$ cat src/rtl/stripes_pkg.sv
// rtl/stripes_pkg.sv - shared types, constants and helpers for the stripes transposer datapath
package stripes_pkg;

  localparam int SEL_BITS = 4;
  localparam int WL       = 2**SEL_BITS;

  typedef enum logic {
    FILL   = 1'b0,
    STREAM = 1'b1
  } seq_state_e;

  // A precision of zero, or one wider than the word, streams the full word.
  function automatic logic [SEL_BITS:0] clamp_prec(input logic [SEL_BITS:0] p);
    if (p == '0 || p > (SEL_BITS+1)'(WL)) begin
      return (SEL_BITS+1)'(WL);
    end
    return p;
  endfunction

endpackage

$ cat src/rtl/transposer_sequencer.sv
// rtl/transposer_sequencer.sv - fills transposer slots with bricks, then steps them in lockstep through bit-serial readout
module transposer_sequencer
  import stripes_pkg::*;
#(
  parameter int ARRAY_SIZE = 16,
  parameter int SEL_BITS   = stripes_pkg::SEL_BITS,
  parameter int WL         = 2**SEL_BITS
) (
  input  logic                           clk,
  input  logic                           rst_n,
  input  logic                           i_brick_valid,
  output logic                           o_brick_ready,
  input  logic                           i_brick_last,
  input  logic                           i_flush,
  input  logic [SEL_BITS:0]              i_precision,
  output logic [ARRAY_SIZE-1:0]          o_enable,
  output logic [SEL_BITS*ARRAY_SIZE-1:0] o_sel,
  output logic [ARRAY_SIZE-1:0]          o_slot_mask,
  output logic                           o_stream_valid,
  input  logic                           i_stream_ready,
  output logic                           o_stream_last,
  output logic                           o_busy
);

  localparam int CW = $clog2(ARRAY_SIZE + 1);

  seq_state_e            state_q, state_d;
  logic [CW-1:0]         cnt_q;
  logic [SEL_BITS-1:0]   bit_q;
  logic [SEL_BITS:0]     prec_q;
  logic [ARRAY_SIZE-1:0] mask_q;

  logic accept;
  logic fill_full;
  logic close_group;
  logic stream_last;
  logic stream_done;

  assign accept      = (state_q == FILL) & i_brick_valid;
  assign fill_full   = (cnt_q == CW'(ARRAY_SIZE - 1));
  // A flush alongside an accept still loads the brick; a flush on an empty group is a no-op.
  assign close_group = (state_q == FILL) &
                       ((accept & (i_brick_last | fill_full | i_flush)) |
                        (i_flush & (cnt_q != '0)));
  assign stream_last = (state_q == STREAM) & ({1'b0, bit_q} == (prec_q - 1'b1));
  assign stream_done = stream_last & i_stream_ready;

  always_ff @(posedge clk or negedge rst_n) begin
    if (!rst_n) begin
      state_q <= FILL;
    end else begin
      state_q <= state_d;
    end
  end

  always_comb begin
    state_d = state_q;
    case (state_q)
      FILL:    if (close_group) state_d = STREAM;
      STREAM:  if (stream_done) state_d = FILL;
      default: state_d = FILL;
    endcase
  end

  always_comb begin
    o_brick_ready  = 1'b0;
    o_enable       = '0;
    o_stream_valid = 1'b0;
    o_stream_last  = 1'b0;
    o_slot_mask    = mask_q;
    o_busy         = (state_q == STREAM) | (cnt_q != '0);
    o_sel          = {ARRAY_SIZE{bit_q}};
    case (state_q)
      FILL: begin
        o_brick_ready = 1'b1;
        if (accept) begin
          o_enable = {{(ARRAY_SIZE-1){1'b0}}, 1'b1} << cnt_q;
        end
      end
      STREAM: begin
        o_stream_valid = 1'b1;
        o_stream_last  = stream_last;
      end
      default: begin
        o_brick_ready = 1'b0;
      end
    endcase
  end

  always_ff @(posedge clk or negedge rst_n) begin
    if (!rst_n) begin
      cnt_q  <= '0;
      bit_q  <= '0;
      prec_q <= '0;
      mask_q <= '0;
    end else begin
      if (accept) begin
        cnt_q  <= cnt_q + 1'b1;
        mask_q <= mask_q | o_enable;
        if (cnt_q == '0) begin
          prec_q <= clamp_prec(i_precision);
        end
      end
      // Readout only advances on a consumed bit, so backpressure freezes o_sel.
      if ((state_q == STREAM) && i_stream_ready) begin
        if (stream_last) begin
          bit_q  <= '0;
          cnt_q  <= '0;
          mask_q <= '0;
        end else begin
          bit_q <= bit_q + 1'b1;
        end
      end
    end
  end

endmodule

$ cat config.mk
export PLATFORM = sky130hd
export DESIGN_NAME = transposer_sequencer
export DESIGN_NICKNAME = d
export VERILOG_FILES = /design/src/rtl/stripes_pkg.sv /design/src/rtl/transposer_sequencer.sv
export SDC_FILE = /design/constraint.sdc
export NUM_CORES = 1
export LEC_CHECK = 0
export CAP_MARGIN = 10
export CORE_ASPECT_RATIO = 1.75
export CORE_MARGIN = 4
export CORE_UTILIZATION = 40
export DETAILED_ROUTE_END_ITERATION = 16
export PLACE_DENSITY_LB_ADDON = 0.12
export SLEW_MARGIN = 10
export SYNTH_ARGS = -nofsm -noshare
export SYNTH_HDL_FRONTEND = slang
export SYNTH_SLANG_ARGS = --single-unit
$ cat constraint.sdc
create_clock -name clk -period 2.4 [get_ports clk]
set_clock_uncertainty 0.1 [all_clocks]
set_input_delay 0.48 -clock clk [delete_from_list [all_inputs] [get_ports clk]]
set_output_delay 0.48 -clock clk [all_outputs]
set_load 0.005 [all_outputs]
Word level (Yosys, flattened, before mapping) --
Cells that the tools add are included.
Word-level totals: output and inout port bits 100, input bits 11, bits in registers 31, word-level logic and storage cells 50
Operators by class: reductions and logical operators 6, $lt $le $gt $ge 1, bitwise operators 12, add/subtract/negate cells 3, shift-type cells 1, multiplexer cells 20, eq/ne operators 2
Operators with widths (count):
- 16-bit two-way mux | 5
- 5-bit two-way mux | 5
- 16-bit bitwise OR | 1
- 1-bit by 5-bit << shifter with 16-bit output, first input constant | 1
- 5-bit zero test | 2
- 1-bit two-way mux | 8
- 1-bit bitwise AND | 6
- 5-bit by 1-bit adder with 5-bit output, second input constant | 1
- 4-bit by 5-bit equality test with 1-bit output | 1
- 5-bit by 4-bit equality test with 1-bit output, second input constant | 1
- 5-bit > comparator, second input constant | 1
- 5-bit nonzero test | 1
- 5-bit by 1-bit subtractor with 5-bit output, second input constant | 1
- 4-bit by 1-bit adder with 4-bit output, second input constant | 1
- 4-bit two-way mux | 1
- 1-bit bitwise OR | 4
- 1-bit one-hot mux with 2 select lines | 1
- 2-bit AND reduction | 1
- 1-bit logical AND | 1
- 1-bit logical OR | 1
- 1-bit inverter | 1

Longest topological paths before layout --
depth after elaboration 8, mapped depth 7, mapped depth without buffers 6

Worst setup path after synthesis --
OpenSTA, ideal clock, no wires.
kind register -> output, start point register bit_q[2], end point output o_stream_last, path buffers 0, path slack 0.399 ns, data arrival time 1.421 ns, cell stages (with the launch flop) 4, required time 1.820 ns, path through dfrtp_1 -> and4bb_1 -> a22oi_2 -> a211oi_1
Between the ends: word-level cells in the longest chain between the ends 3
RTL lines:
- start: declaration | RTL line transposer_sequencer.sv:29 | logic [SEL_BITS-1:0] bit_q;
- start signal: assignment | RTL line transposer_sequencer.sv:111 | bit_q <= bit_q + 1'b1;
- 4-bit by 5-bit equality test with 1-bit output | RTL line transposer_sequencer.sv:45 | assign stream_last = (state_q == STREAM) & ({1'b0, bit_q} == (prec_q - 1'b1));
- 1-bit bitwise AND | RTL line transposer_sequencer.sv:45
- 1-bit two-way mux | RTL line transposer_sequencer.sv:73 | case (state_q)
- end: declaration | RTL line transposer_sequencer.sv:21 | output logic o_stream_last,
No other way between the ends.

Worst setup path after layout --
start point register cnt_q[3], end point output o_busy
Between the ends: word-level cells in the longest chain between the ends 2
RTL lines:
- start: declaration | RTL line transposer_sequencer.sv:28 | logic [CW-1:0] cnt_q;
- start signal: assignment | RTL line transposer_sequencer.sv:98 | cnt_q <= cnt_q + 1'b1;
- 5-bit nonzero test | RTL line transposer_sequencer.sv:71 | o_busy = (state_q == STREAM) | (cnt_q != '0);
- 1-bit bitwise OR | RTL line transposer_sequencer.sv:71
- end: declaration | RTL line transposer_sequencer.sv:22 | output logic o_busy
No other way between the ends.

==> results by group <==
Clocking
  – Htree depth: 2
  – CTS tree: built
  – Clk slew on worst S/H paths: 60 ps
  – Total clock sinks: 31
  – CTS Buffer Depth: 2
  – Worst-Skew Late Latency: 280 ps
  – Number of buffers inserted during clock tree synthesis: 5
  – CTS Root Cell: clkbuf_8

Detailed routing
  – # DRC: 0
  – Wire per inst: 14.9 um
  – Drt total wl: 5620 um
  – First drt pass iteration count: 3
  – Final antenna-violating net count: 0
  – Via count: 1815
  – DR vias/cell: 4.80
  – Initial DRC count: 19

Final layout
  – Syn-to-layout area delta: 57.7%
  – Final net count: 345
  – Util after Layout: 0.655
  – Most common cell after layout, fill and taps aside: clkdlybuf4s50_1
  – Antenna cell count: 0
  – Share of layout cells above drive strength 1: 0.262
  – Final Cell Area: 3290 um^2
  – Most frequent cells in the layout: clkdlybuf4s50_1, buf_4, nor2_1
  – Finished Layout Cells: 378
  – Layout filler cell count: 431

Power and ir drop
  – Lkg Pwr: 1.63 nW
  – Peak VDD IR: 0.496 mV
  – Total power draw: 3.46 mW
  – PD cells: 1050 nW/um^2

Critical path
  – CP startpoint: cnt_q[3]
  – Crit. End Element: output pin
  – Cell Chain, Critical Path: buf_6, buf_4, or4_1, dlygate4sd2_1
  – Crit path buffers/inverters: 3
  – Crit Path Max Fanout: 3
  – Worst Path Required: 1820 ps
  – Worst setup SP type: register
  – Reg-to-reg startpoint: prec_q[1]
  – Crit path depth: 4
  – WS Path Type: reg2out
  – Delay-heaviest family, CP: buffers and inverters
  – Critical Path AT: 1770 ps
  – CP peak stage delay: 510 ps
  – CP max stage cell: or4_1
  – R2R cell count: 8

STA
  – Max Clk Rate: 0.425 GHz
  – RSZ-0062 raised after global routing: false
  – Worst-Margin Slew: 409 ps
  – Max-Slew Margin vs Limit: 0.727
  – Fin. max-slew vios: 0
  – Setup violators final: 0
  – Fin crit share: 0.980
  – Fin crit period: 2350 ps
  – Setup TNS: 0 ps
  – Final Hold Viols: 0

Floorplan
  – Die area: 6480 um^2
  – Starting Density: 0.415
  – Die span in y: 103 um
  – Core Area: 5020 um^2
  – Die W: 62.6 um
  – Cell row count: 34
  – Io pins: 111

Logic synthesis
  – Mapped cell area: 2080 um^2
  – Syn avg cell area: 9.18 um^2
  – Yosys reg bits: 31
  – Post-synth top area cell: dfrtp_1
  – Cells after Synth: 227
  – Share of the synthesized area in the top cell type: 0.372
  – Syn nets: 248
  – Post-synthesis sequential area ratio: 0.372
  – Unique masters post-synth: 35
  – Synth warn: 0
  – Area contributors post-synth: dfrtp_1, buf_4, nor2_1

Hold path
  – Hold-critical path depth: 2
  – HP Class: reg2reg
  – Hold Startpoint: o_slot_mask[1]

Placed design
  – Placed cell count: 356
  – Hpwl dp: 4120 um
  – PortBufs: 110
  – Instance area after placement: 2990 um^2
  – Routability cong.: 0.790

Global routing
  – Largest net degree at the start of global routing: 32
  – First-pass GRT wire length: 8700 um
  – All-Layer GR Usage: 0.171
  – Vias in the first global route: 1849
  – Global route overflow: 0
  – Initial antenna violation count: 0

Job
  – Max_cap viols: 0

Outcome
  – Status: complete, no violations
## metrics by stage
step	hold slack, ps	setup slack (ps)
after floorplan	84.4	399
after detailed placement	384	-354
after CTS	397	-36.3
final	393	49.1
after global routing	427	17.0
after global placement	375	-334
## area by class of cell
type / count / area [um^2] / share of cell area
Clock buffer: 6 / 82.6 / 0.0251
Clock inverter: 1 / 5.00 / 0.00152
Inverter: 9 / 33.8 / 0.0103
Multi-Input combinational cell: 121 / 887 / 0.270
Sequential cell: 31 / 779 / 0.237
Tap cell: 54 / 67.6 / 0.0206
Timing Repair Buffer: 156 / 1430 / 0.435
## cells by family (layout without fill, tap and decap cells)
group           count (synthesis)  in the layout  synth area share
compound gates                 22             22            0.0804
xor+xnor                        8              8            0.0336
buf+inv                        75            172             0.253
simple gates                   81             81             0.201
fa+ha+maj                      10             10            0.0600
flops                          31             31             0.372
## routing by layer
metal,vias up,share of wire,track usage
li1,878,-,-
met5,-,0,0
met2,82,0.57,0.347
met1,842,0.34,0.152
met4,0,0.024,0.0765
met3,13,0.074,0.0519
## where the power goes
part           internal, mW  leakage [nW]  switching [mW]
Sequential            0.671         0.398           0.158
Clock                 0.225        0.0470           0.187
Combinational          1.39          1.19           0.832
## cells in the mapped netlist
master      n
nor4b_1     1
xor2_1      4
and2_1      5
buf_2       1
or4_1       2
a22oi_2     1
and4bb_2    1
xnor2_1     4
o31a_1      1
a21oi_1     4
nand3_1     4
and3_1     11
a21o_1      1
o32ai_1     1
or2_2       1
o21ai_0     8
and2b_1     1
nor2b_1     1
nor2_1     35
buf_6       2
nor3_1      2
a211oi_1    3
inv_1       9
dfrtp_1    31
a2111oi_4   1
ha_1       10
nand3b_1    1
clkbuf_1    2
and4bb_1    1
buf_4      61
nand4b_1    3
nand2b_1    3
nand2_1     8
nand4_1     1
o21ba_2     2
## worst register-to-register path, stage by stage (launching register included)
cell and delay, ps:
dfrtp_1 390, inv_2 80, ha_4 150, and4bb_1 200, a22oi_2 110, buf_4 160, a2111oi_4 360, buf_4 230
o21ba_2 170
## registers in the layout, indices dropped and copies added, names as in the netlist
| signal | flops |
|---|---|
| o_slot_mask | 16 |
| cnt_q | 5 |
| prec_q | 5 |
| bit_q | 4 |
| state_q | 1 |
## final timing paths
kind | slack [ps] | end
min in group asynchronous | 490 | o_slot_mask[2]
hold reg to reg | 390 | o_slot_mask[1]
max in group asynchronous | 1390 | cnt_q[4]
hold / removal | 390 | o_slot_mask[1]
setup reg to reg | 350 | o_slot_mask[10]
setup / recovery | 50 | o_busy
## what timing repair did
item | CTS | global route
resized for setup | 43 | 15
buffers inserted | 6 | 8
endpoints found under the setup margin | 18 | 7
pin swaps | 6 | 3
hold buffers | 0 | 0
cloned | 1 | 0
No activity file was read; power rests on OpenSTA's default activity.
